--- src/rtl/alu_sequencer_if.sv ---
// Command/response handshake plus the shared ALU drive/readback bus of the sequencer.
// The slave modport is the sequencer's view; master is the command source/ALU side.
interface alu_sequencer_if #(
  parameter int WIDTH = 16
);
  logic             cmd_valid;
  logic             cmd_ready;
  logic [3:0]       cmd_op;
  logic [WIDTH-1:0] cmd_a;
  logic [WIDTH-1:0] cmd_b;

  logic [WIDTH-1:0] alu_data;
  logic             alu_in1;
  logic             alu_in2;
  logic             alu_out_en;
  logic [3:0]       alu_control;
  logic [WIDTH-1:0] alu_result;

  logic             res_valid;
  logic             res_ready;
  logic [WIDTH-1:0] res_data;
  logic             res_err;

  modport slave (
    input  cmd_valid, cmd_op, cmd_a, cmd_b, res_ready, alu_result,
    output cmd_ready, res_valid, res_data, res_err,
           alu_data, alu_in1, alu_in2, alu_out_en, alu_control
  );

  modport master (
    output cmd_valid, cmd_op, cmd_a, cmd_b, res_ready, alu_result,
    input  cmd_ready, res_valid, res_data, res_err,
           alu_data, alu_in1, alu_in2, alu_out_en, alu_control
  );
endinterface

--- src/rtl/alu_sequencer.sv ---
// Command front-end for the 16-bit ALU: loads operands over the shared data bus,
// holds the opcode while the ALU settles, reads the result back and returns it.
module alu_sequencer #(
  parameter int WIDTH         = 16,
  parameter int SETTLE_CYCLES = 2
) (
  input  logic               clk,
  input  logic               reset,
  alu_sequencer_if.slave     bus
);

  localparam int CNT_W = (SETTLE_CYCLES > 1) ? $clog2(SETTLE_CYCLES) : 1;

  typedef enum logic [2:0] {
    IDLE, LOAD_A, HOLD_A, LOAD_B, HOLD_B, EXEC, READ, RESP
  } state_t;

  state_t           state;
  logic [3:0]       op_q;
  logic [WIDTH-1:0] b_q;
  logic [CNT_W-1:0] settle_cnt;

  function automatic logic op_legal(input logic [3:0] op);
    case (op)
      4'b1111, 4'b0001, 4'b0010, 4'b0011, 4'b0100,
      4'b0101, 4'b0110, 4'b0111, 4'b1101: return 1'b1;
      default:                            return 1'b0;
    endcase
  endfunction

  // All bus outputs are registered and set on the transition into the state that owns them.
  always_ff @(posedge clk or negedge reset) begin
    if (!reset) begin
      state           <= IDLE;
      op_q            <= '0;
      b_q             <= '0;
      settle_cnt      <= '0;
      bus.cmd_ready   <= 1'b1;
      bus.alu_data    <= '0;
      bus.alu_in1     <= 1'b0;
      bus.alu_in2     <= 1'b0;
      bus.alu_out_en  <= 1'b0;
      bus.alu_control <= 4'b0000;
      bus.res_valid   <= 1'b0;
      bus.res_data    <= '0;
      bus.res_err     <= 1'b0;
    end else begin
      case (state)
        IDLE: begin
          if (bus.cmd_valid) begin
            op_q          <= bus.cmd_op;
            b_q           <= bus.cmd_b;
            bus.cmd_ready <= 1'b0;
            if (op_legal(bus.cmd_op)) begin
              state        <= LOAD_A;
              bus.alu_data <= bus.cmd_a;
              bus.alu_in1  <= 1'b1;
            end else begin
              state         <= RESP;
              bus.res_valid <= 1'b1;
              bus.res_err   <= 1'b1;
              bus.res_data  <= '0;
            end
          end
        end
        LOAD_A: begin
          state       <= HOLD_A;
          bus.alu_in1 <= 1'b0;
        end
        HOLD_A: begin
          state        <= LOAD_B;
          bus.alu_data <= b_q;
          bus.alu_in2  <= 1'b1;
        end
        LOAD_B: begin
          state       <= HOLD_B;
          bus.alu_in2 <= 1'b0;
        end
        HOLD_B: begin
          state           <= EXEC;
          bus.alu_data    <= '0;
          bus.alu_control <= op_q;
          settle_cnt      <= CNT_W'(SETTLE_CYCLES - 1);
        end
        EXEC: begin
          if (settle_cnt == '0) begin
            state          <= READ;
            bus.alu_out_en <= 1'b1;
          end else begin
            settle_cnt <= settle_cnt - 1'b1;
          end
        end
        READ: begin
          state           <= RESP;
          bus.alu_out_en  <= 1'b0;
          bus.alu_control <= 4'b0000;
          bus.res_data    <= bus.alu_result;
          bus.res_err     <= 1'b0;
          bus.res_valid   <= 1'b1;
        end
        RESP: begin
          if (bus.res_ready) begin
            state         <= IDLE;
            bus.res_valid <= 1'b0;
            bus.cmd_ready <= 1'b1;
          end
        end
        default: state <= IDLE;
      endcase
    end
  end

endmodule

--- src/flat_wrapper.sv ---
// flat-port wrapper written by rule: the top's interface ports become plain ports
module alu_sequencer_flat 
#(
  parameter int WIDTH         = 16,
  parameter int SETTLE_CYCLES = 2
)
  (clk, reset, bus_cmd_valid, bus_cmd_op, bus_cmd_a, bus_cmd_b, bus_res_ready, bus_alu_result, bus_cmd_ready, bus_res_valid, bus_res_data, bus_res_err, bus_alu_data, bus_alu_in1, bus_alu_in2, bus_alu_out_en, bus_alu_control);
  alu_sequencer_if #(.WIDTH(WIDTH)) bus_i ();
  input  logic clk;
  input  logic reset;
  input wire logic [$bits(bus_i.cmd_valid)-1:0] bus_cmd_valid;
  input wire logic [$bits(bus_i.cmd_op)-1:0] bus_cmd_op;
  input wire logic [$bits(bus_i.cmd_a)-1:0] bus_cmd_a;
  input wire logic [$bits(bus_i.cmd_b)-1:0] bus_cmd_b;
  input wire logic [$bits(bus_i.res_ready)-1:0] bus_res_ready;
  input wire logic [$bits(bus_i.alu_result)-1:0] bus_alu_result;
  output wire logic [$bits(bus_i.cmd_ready)-1:0] bus_cmd_ready;
  output wire logic [$bits(bus_i.res_valid)-1:0] bus_res_valid;
  output wire logic [$bits(bus_i.res_data)-1:0] bus_res_data;
  output wire logic [$bits(bus_i.res_err)-1:0] bus_res_err;
  output wire logic [$bits(bus_i.alu_data)-1:0] bus_alu_data;
  output wire logic [$bits(bus_i.alu_in1)-1:0] bus_alu_in1;
  output wire logic [$bits(bus_i.alu_in2)-1:0] bus_alu_in2;
  output wire logic [$bits(bus_i.alu_out_en)-1:0] bus_alu_out_en;
  output wire logic [$bits(bus_i.alu_control)-1:0] bus_alu_control;
  assign bus_i.cmd_valid = bus_cmd_valid;
  assign bus_i.cmd_op = bus_cmd_op;
  assign bus_i.cmd_a = bus_cmd_a;
  assign bus_i.cmd_b = bus_cmd_b;
  assign bus_i.res_ready = bus_res_ready;
  assign bus_i.alu_result = bus_alu_result;
  assign bus_cmd_ready = bus_i.cmd_ready;
  assign bus_res_valid = bus_i.res_valid;
  assign bus_res_data = bus_i.res_data;
  assign bus_res_err = bus_i.res_err;
  assign bus_alu_data = bus_i.alu_data;
  assign bus_alu_in1 = bus_i.alu_in1;
  assign bus_alu_in2 = bus_i.alu_in2;
  assign bus_alu_out_en = bus_i.alu_out_en;
  assign bus_alu_control = bus_i.alu_control;
  alu_sequencer #(.WIDTH(WIDTH), .SETTLE_CYCLES(SETTLE_CYCLES)) u_core (.clk(clk), .reset(reset), .bus(bus_i));
endmodule
--- config.mk ---
export PLATFORM = sky130hd
export DESIGN_NAME = alu_sequencer_flat
export DESIGN_NICKNAME = d
export VERILOG_FILES = /design/src/rtl/alu_sequencer_if.sv /design/src/rtl/alu_sequencer.sv /design/src/flat_wrapper.sv
export SDC_FILE = /design/constraint.sdc
export NUM_CORES = 1
export LEC_CHECK = 0
export ABC_AREA = 1
export CAP_MARGIN = 20
export CORE_MARGIN = 2
export CORE_UTILIZATION = 50
export DETAILED_ROUTE_END_ITERATION = 6
export PLACE_DENSITY_LB_ADDON = 0.15
export SLEW_MARGIN = 20
export SYNTH_ARGS = -nofsm -noshare
export SYNTH_HDL_FRONTEND = slang
export SYNTH_SLANG_ARGS = --single-unit
--- constraint.sdc ---
create_clock -name clk -period 3.9 [get_ports clk]
set_clock_uncertainty 0.1 [all_clocks]
set_input_delay 0.975 -clock clk [delete_from_list [all_inputs] [get_ports clk]]
set_output_delay 0.975 -clock clk [all_outputs]
set_load 0.1 [all_outputs]
==> results.toml <==
[status]
status = "completed"

[route]
num_vias = 2645
wl_um = 7210
drt_pass1_iterations = 5
drtIter0Drc = 116
antenna_left = 0
drc = 0
viasPerCell = 4.94
wire_per_inst_um = 13.5

[synth]
syn-instance-count = 361
syn_avg_cell_area_um2 = 8.42
synth_fa_ha_area_share_pct = 0
muxShareOfSynthArea_pct = 0
ys_warn_count = 0
synth_area_um2 = 3040
synthSimpleGateAreaFrac_pct = 35.4
synth_top_family_by_area = "simple AND/OR/NAND/NOR gates"
synth-seq-cells = 66
yosys.area.top_type = "dfrtp_1"
synth_compound_area_share_pct = 3.95
synth.distinct_cells = 24
syn_nets = 417
yosysSeqAreaShare_pct = 54.4
yosys.area.top_type_share_pct = 53.5
yosys.area_share.xor_xnor_pct = 0
synthTopCellsByArea = "dfrtp_1 53%, nand2_1 21%, nand3_1 8.9%"

[sta]
hold_violations = 0
setup_viol = 0
finalSetupTns_ns = 0
max_clock_freq_ghz = 0.341
slew_headroom_pct = 33.4
min_period_over_period_pct = 75.2
fin_crit_ns = 2.93
maxSlewViolCount = 0
fin_hold_ws_ns = 0.378
worstMarginPinSlew_ns = 0.995
rsz0062_at_grt = "false"

[global_route]
grt.busiest_layer = "met2"
grt.total_usage_pct = 22.5
grt_max_degree = 48
grt-ovfl-total = 0
grt_use_met3_pct = 7.69
met2_usage_pct = 35.4
grt_pass1_wl_um = 11500
antenna_found_initial = 0
grt_pass1_vias = 2479
met1_usage_pct = 28.9

[cts]
cts_root_buffer = "clkbuf_8"
post_cts_buffers = 0
cts_sinks = 66
cts_max_path_buffers = 2
cts_max_level = 3
worstSkewPairLatency_ns = 0.33
cts_tree = "built"
clkSlewWorstSetupHoldPaths_ns = 0.07
cts-buffers-inserted = 9
post_cts_resized = 0
hold_buffers = 0

[critical_path]
r2r-start = "u_core.state[0]"
path_buf_inv = 1
worst-path-max-fanout = 2
cp-start-kind = "flip-flop"
cp_cell_sequence = "clkdlybuf4s50_1"
worstPathArrival_ns = 1.86
cp-end-kind = "output port"
cpLargestDelayFamily = "buffers and inverters"
max_stage_delay_ns = 1.15
worstPathRequired_ns = 2.82
worstSetupStartpoint = "u_core.bus.res_data[15]"
timing_worst_setup_path_type = "flip-flop to output port"
crit_slowest_cell = "clkdlybuf4s50_1"

[placement]
portBuffers = 97
gp_congestion = 0.823
dpl.hpwl_um = 5040

[final_layout]
area_growth_pct = 37.9
num_antenna_cells = 0
multi_input_area_um2 = 1200
layout.nets = 511
layout-drive-gt1-share_pct = 8.48
fin_util_pct = 71.2
seq_area_um2 = 1650
nFillCells = 487

[run]
drv_cap = 0

[floorplanning]
die_h_um = 82.0
initial_core_util_pct = 51.7
dieArea_um2 = 6720
fp-row-count = 28
die_x_um = 82.0
coreArea_um2 = 5890
ioPinCount = 98

[min_path]
min-delay-start = "u_core.op_q[3]"
hold_class = "flip-flop to flip-flop"
state kept, by name (all words and copies together) (netlist names):
signal	flops
u_core.bus.res_err	1
u_core.settle_cnt	1
u_core.bus.alu_out_en	1
u_core.bus.alu_data	16
u_core.bus.alu_in2	1
u_core.op_q	4
u_core.bus.res_data	16
u_core.b_q	16
u_core.bus.alu_in1	1
u_core.bus.cmd_ready	1
u_core.state	3
u_core.bus.res_valid	1
u_core.bus.alu_control	4
synthesized netlist by cell type:
library cell,n
nand3_1,54
inv_1,11
nor2_8,2
nand3_4,1
dfstp_2,1
nor3_1,1
dfrtp_1,65
nand3_2,1
buf_4,4
nor2_1,8
a21oi_1,1
o21bai_4,1
a21oi_2,1
a31oi_1,1
a21oi_4,1
nand2_2,2
nand2_1,169
inv_2,6
nor2_4,1
buf_6,5
inv_4,1
o21ai_0,13
nand2_4,4
buf_2,7
cells by family (layout without fill, tap and decap cells):
kind of cell,after synthesis,count (layout)
simple gates,243,243
compound gates,18,18
buf+inv,34,133
flops,66,66
layout by cell type (no fill, tap or decap), types with 2 or more instances in the layout:
cell type,n
buf_4,4
clkbuf_1,3
clkbuf_8,11
clkdlybuf4s50_1,95
dfrtp_1,65
inv_1,11
inv_2,6
nand2_1,169
nand2_2,2
nand2_4,4
nand3_1,54
nor2_1,8
nor2_8,2
o21ai_0,13
metal layers:
metal	vias to the layer above	part of all wire [%]	wire (µm)
met5	-	0	0
met4	0	1.3	96
met3	11	8.0	580
met2	109	47	3380
met1	1197	44	3140
li1	1328	-	-
worst paths after layout:
check | end | slack (ns) | depth (start not counted)
setup / recovery | bus_res_data[15] | 0.97 | 1
hold / removal | u_core.op_q[3] | 0.38 | 2
setup reg to reg | u_core.b_q[5] | 2.07 | 6
hold reg to reg | u_core.op_q[3] | 0.38 | 2
max in group asynchronous | u_core.bus.res_data[0] | 2.52 | 2
min in group asynchronous | u_core.bus.alu_data[1] | 0.53 | 1
final cells by class:
cell class	instances	area share, %
sequential	66	39.4
timing repair buffer	99	23.4
inverter	18	1.67
clock buffer	14	3.88
clock inverter	2	0.836
multi-input combinational	261	28.5
tap	75	2.24
metrics by stage:
step / cells / setup WS (ns) / cell area [µm²]
after floorplan: 361 / 1.93 / 3040
after global placement: 519 / 1.34 / 3990
after detailed placement: 519 / 1.32 / 3990
after CTS: 535 / 0.959 / 4190
after global routing: 535 / 0.904 / 4190
final: 535 / 0.968 / 4190
Power is left out: the tool's default activity adds up to more than one toggle a clock period on the data nets, which glitch-free logic cannot reach.
==> patch 1 (same flow settings) <==
`SETTLE_CYCLES` is set to 2 in 2 places; all go to 4.
--- a/src/rtl/alu_sequencer.sv
+++ b/src/rtl/alu_sequencer.sv
@@ -2,7 +2,7 @@
 // holds the opcode while the ALU settles, reads the result back and returns it.
 module alu_sequencer #(
   parameter int WIDTH         = 16,
-  parameter int SETTLE_CYCLES = 2
+  parameter int SETTLE_CYCLES = 4
 ) (
   input  logic               clk,
   input  logic               reset,
--- a/src/flat_wrapper.sv
+++ b/src/flat_wrapper.sv
@@ -2,7 +2,7 @@
 module alu_sequencer_flat 
 #(
   parameter int WIDTH         = 16,
-  parameter int SETTLE_CYCLES = 2
+  parameter int SETTLE_CYCLES = 4
 )
   (clk, reset, bus_cmd_valid, bus_cmd_op, bus_cmd_a, bus_cmd_b, bus_res_ready, bus_alu_result, bus_cmd_ready, bus_res_valid, bus_res_data, bus_res_err, bus_alu_data, bus_alu_in1, bus_alu_in2, bus_alu_out_en, bus_alu_control);
   alu_sequencer_if #(.WIDTH(WIDTH)) bus_i ();
Formal check against the unedited RTL: not equivalent (Yosys sat finds a counterexample within 10 cycles, from zero or initial values and one cycle with reset low).
==> patch 1 against the unedited design <==
  * Non-clock buffer count up 1
  * Cell count up 2.2%
  * Worst setup slack worse by 12 ps
  * Cell area up 1.3%
  * Sequential cell count up 1
  * Worst hold slack worse by 8.1 ps
  * Count of clock-buffer cells in the layout down 1
  * Synthesized area up 1.8%
  * Highest routed layer unchanged
  * Via count up 0.95%
  * Routed wire length down 4.4%
Power is left out: the tool's default activity adds up to more than one toggle a clock period on the data nets, which glitch-free logic cannot reach.
==> patch 1: results (changes against the unedited design) <==
| Metric | Value |
|---|---|
| Vias in the first global route | `2423 (-2.3%)` |
| Post-CTS Setup Bufs | `0 (unchanged)` |
| Ys flop type | `dfrtp_1` |
| Synth Area in XOR/XNOR | `0% (unchanged)` |
| Drt pass-1 iters | `4 (-1)` |
| Sequential area share after synthesis | `54.2% (-0.16 points)` |
| Hpwl dp | `5.00 mm (-0.86%)` |
| Synth cell types | `25 (+4.2%)` |
| Post-synth top cells | `203 x nand2_1, 66 x dfrtp_1, 36 x nand3_1, 9 x inv_1, 8 x o21ai_0` |
| Slowest-stage cell, CP | `clkdlybuf4s50_1` |
| Root buffer cell | `clkbuf_8` |
| Max stage delay on crit path | `1150 ps (about the same)` |
| Buffers on Ports | `97 (unchanged)` |
| Post-synthesis net count | `429 (+2.9%)` |
| Top flop regs | `u_core.b_q: 16 flops, u_core.bus.alu_data: 16 flops, u_core.bus.res_data: 16 flops` |
| Slew headroom | `32.4% (-1.1 points)` |
| Tot GR Track Use | `21.1% (-1.5 points)` |
| Worst min path class | `reg2reg` |
| Layout fillers | `480 (-1.4%)` |
| Antenna violations before repair | `0 (unchanged)` |
| Gpl congestion | `0.877 (+6.5%)` |
| Async S/R FF share, synth | `100% (unchanged)` |
| Vias per inst | `4.88 (-1.3%)` |
| Reg clk slew, reported paths | `70 ps (about the same)` |
| CP arrival | `1870 ps` |
| Skew-Pair Late Insertion Delay | `340 ps` |
| CTS Buf Count | `9 (unchanged)` |
| Iter 0 DRT Violations | `164 (+41%)` |
| Share of cells above drive strength 1 | `8.69% (+0.21 points)` |
| Final #Nets | `525 (+2.7%)` |
| Max clock buf depth | `2 (unchanged)` |
| Yosys warns | `0 (unchanged)` |
| First-pass GRT wire length | `10.9 mm (-5.1%)` |
| Area contributors post-synth | `dfrtp_1 53%, nand2_1 25%, nand3_1 5.8%, buf_6 2.2%, nand2_4 1.5%` |
| Routed len/inst | `12.6 um (-6.5%)` |
| Crit-path max FO | `2 (unchanged)` |
| Resize count post-CTS | `0 (unchanged)` |
| Synth Area in Adders | `0.404% (+0.40 points)` |
| Inserted Diodes | `0 (unchanged)` |
| Critical path's top delay family | `buffers and inverters` |
| H-tree Lvls | `3 (unchanged)` |
| Post-synthesis compound-gate area fraction | `3.64% (-0.31 points)` |
| Largest net degree at the start of global routing | `31 (-35%)` |
| Status | `finished clean` |
| Multiplexer share of the synthesized area | `0% (unchanged)` |
-- patch 1: layout make-up --
class / count / area share [%]
clock buffer: 13 / 3.74
clock inverter: 2 / 0.825
inverter: 15 / 1.38
multi-input combinational: 275 / 29.1
sequential: 67 / 39.5
tap: 75 / 2.21
timing repair buffer: 100 / 23.2
-- patch 1: path summary, 6_finish.rpt --
| path | start | end | slack [ps] | cells after the start |
|---|---|---|---|---|
| max | u_core.bus.alu_data[12]$_DFFE_PN0P_ | bus_alu_data[12] | 960 | 1 |
| min | u_core.bus.res_data[6]$_DFFE_PN0P_ | u_core.bus.res_data[6]$_DFFE_PN0P_ | 370 | 2 |
| max reg2reg | u_core.state[1]$_DFFE_PN0P_ | u_core.settle_cnt[0]$_DFFE_PN0P_ | 2060 | 5 |
| min reg2reg | u_core.bus.res_data[6]$_DFFE_PN0P_ | u_core.bus.res_data[6]$_DFFE_PN0P_ | 370 | 2 |
| max in group asynchronous | reset | u_core.bus.alu_data[5]$_DFFE_PN0P_ | 2440 | 2 |
| min in group asynchronous | reset | u_core.bus.res_data[10]$_DFFE_PN0P_ | 500 | 1 |
-- patch 1: per-stage QoR --
stage	setup WS [ps]	hold slack [ps]	util (%)	instances	cell area [sq um]
3_3_place_gp	1330	353	68.1	532	4050
3_5_place_dp	1330	358	68.1	532	4050
2_1_floorplan	1910	340	-	372	3100
6_report	956	370	71.3	547	4250
5_1_grt	919	399	71.3	547	4250
4_1_cts	962	375	71.3	547	4250
-- patch 1: logic make-up (layout without fill, tap and decap cells) --
group / Yosys count / count (layout)
compound gates: 16 / 16
flops: 67 / 67
fa+ha+maj: 1 / 1
simple gates: 258 / 258
buf+inv: 30 / 130
-- patch 1: metal layers --
metal / share of wire [%] / global-route usage [%]
met2: 46 / 33.2
met5: 0 / 0
met3: 7.7 / 6.30
met1: 45 / 27.8
met4: 1.2 / 7.21
==> patch 2 (same settings) <==
Made on the original files. The 8 states of `state_t` get a one-hot encoding in 8 bits.
--- a/src/rtl/alu_sequencer.sv
+++ b/src/rtl/alu_sequencer.sv
@@ -11,8 +11,8 @@
 
   localparam int CNT_W = (SETTLE_CYCLES > 1) ? $clog2(SETTLE_CYCLES) : 1;
 
-  typedef enum logic [2:0] {
-    IDLE, LOAD_A, HOLD_A, LOAD_B, HOLD_B, EXEC, READ, RESP
+  typedef enum logic [7:0] {
+    IDLE = 8'b00000001, LOAD_A = 8'b00000010, HOLD_A = 8'b00000100, LOAD_B = 8'b00001000, HOLD_B = 8'b00010000, EXEC = 8'b00100000, READ = 8'b01000000, RESP = 8'b10000000
   } state_t;
 
   state_t           state;
Function: no difference found for any inputs over 10 cycles, from zero or initial values and one cycle with reset low; not proved beyond that.
==> patch 2 against the unedited design <==
  * Routed wire length up 5.8%
  * Count of clock-buffer cells in the layout down 4
  * First-iteration DRC count up 6.0%
  * Cell area up 4.9%
  * Register-to-register slack worse by 390 ps
  * Synthesized area up 5.7%
  * Cell count up 6.5%
  * Sequential cell count up 5
  * Worst setup slack worse by 39 ps
  * Worst hold slack worse by 4.8 ps
  * Largest cell class unchanged
==> patch 2: results (changes against the unedited design) <==
| Metric | Value |
|---|---|
| Status | `finished clean` |
| Post-synth top cells | `201 x nand2_1, 69 x dfrtp_1, 40 x nand3_1, 21 x inv_1, 18 x nor2_1` |
| RR Startpoint | `u_core.state[3]$_DFFE_PN0P_` |
| Placed Area | `0.00418 sq mm (+4.8%)` |
| Share of cells above drive strength 1 | `8.52% (+0.041 points)` |
| Synth cell types | `21 (-13%)` |
| Root buffer cell | `clkbuf_8` |
| Logic inverters | `24 (+6)` |
| GR Util met3 | `3.44% (-4.3 points)` |
| Largest net degree at the start of global routing | `72 (+50%)` |
| Met1 GRT Util | `32.4% (+3.5 points)` |
| Final worst path period need | `2970 ps (+39.0 ps)` |
| Via Count | `2830 (+7.0%)` |
| Layout fillers | `527 (+8.2%)` |
| Hpwl dp | `5.18 mm (+2.8%)` |
| Hold_ws | `373 ps (-4.81 ps)` |
| CP startpoint | `u_core.bus.alu_data[11]$_DFFE_PN0P_` |
| Tot GR Track Use | `23.3% (+0.71 points)` |
| Post-synthesis compound-gate area fraction | `2.10% (-1.8 points)` |
| Clk cell area share | `4.84% (+0.12 points)` |
| Crit path to | `bus_alu_data[11]` |
| Reg2reg setup slack | `1680 ps (-390 ps)` |
| Data buffer area share | `21.9% (-1.5 points)` |
| Drt pass-1 iters | `5 (unchanged)` |
| Area of the multi-input gates | `0.00125 sq mm (+4.8%)` |
| Sequential area share after synthesis | `55.4% (+1.0 points)` |
| Final #Nets | `544 (+6.5%)` |
| M1 wire length | `3.46 mm (+10%)` |
| Area contributors post-synth | `dfrtp_1 54%, nand2_1 23%, nand3_1 6.2%, inv_1 2.5%, nor2_1 2.1%` |
| Gpl congestion | `0.789 (-4.1%)` |
| First-pass GRT wire length | `13.1 mm (+14%)` |
| Worst Max-Slew Pin Slew | `1040 ps (+40.9 ps)` |
| Routed wire length | `7.63 mm (+5.8%)` |
| WL met2 | `3.70 mm (+9.4%)` |
| Synthesized flop and latch total | `71 (+7.6%)` |
| Place WS | `855 ps (-460 ps)` |
| Multi-In Gates | `285 (+9.2%)` |
| Sequential cell area | `0.00178 sq mm (+7.6%)` |
| Iter 0 DRT Violations | `123 (+6.0%)` |
| Fraction of area in registers | `40.5% (+1.0 points)` |
| CP arrival | `1900 ps (+40 ps)` |
| Skew-Pair Late Insertion Delay | `350 ps (+20 ps)` |
| Met3 wire len | `358 um (-38%)` |
[patch 2: how the worst min path moves through the flow]
stage / start / to / cells past startpoint
after floorplan: u_core.settle_cnt$_DFFE_PN0P_ / u_core.state[6]$_DFFE_PN0P_ / 1
after global placement: u_core.b_q[2]$_DFFE_PN0P_ / u_core.b_q[2]$_DFFE_PN0P_ / 2
after detailed placement: u_core.b_q[6]$_DFFE_PN0P_ / u_core.b_q[6]$_DFFE_PN0P_ / 2
after CTS: u_core.bus.res_data[12]$_DFFE_PN0P_ / u_core.bus.res_data[12]$_DFFE_PN0P_ / 2
after global routing: u_core.b_q[8]$_DFFE_PN0P_ / u_core.b_q[8]$_DFFE_PN0P_ / 2
final: u_core.b_q[13]$_DFFE_PN0P_ / u_core.b_q[13]$_DFFE_PN0P_ / 2
[patch 2: through the flow]
stage	std cells	util (%)
2_1_floorplan	392	-
3_3_place_gp	554	66.6
3_5_place_dp	554	66.6
4_1_cts	570	70.0
5_1_grt	570	70.0
6_report	570	70.0
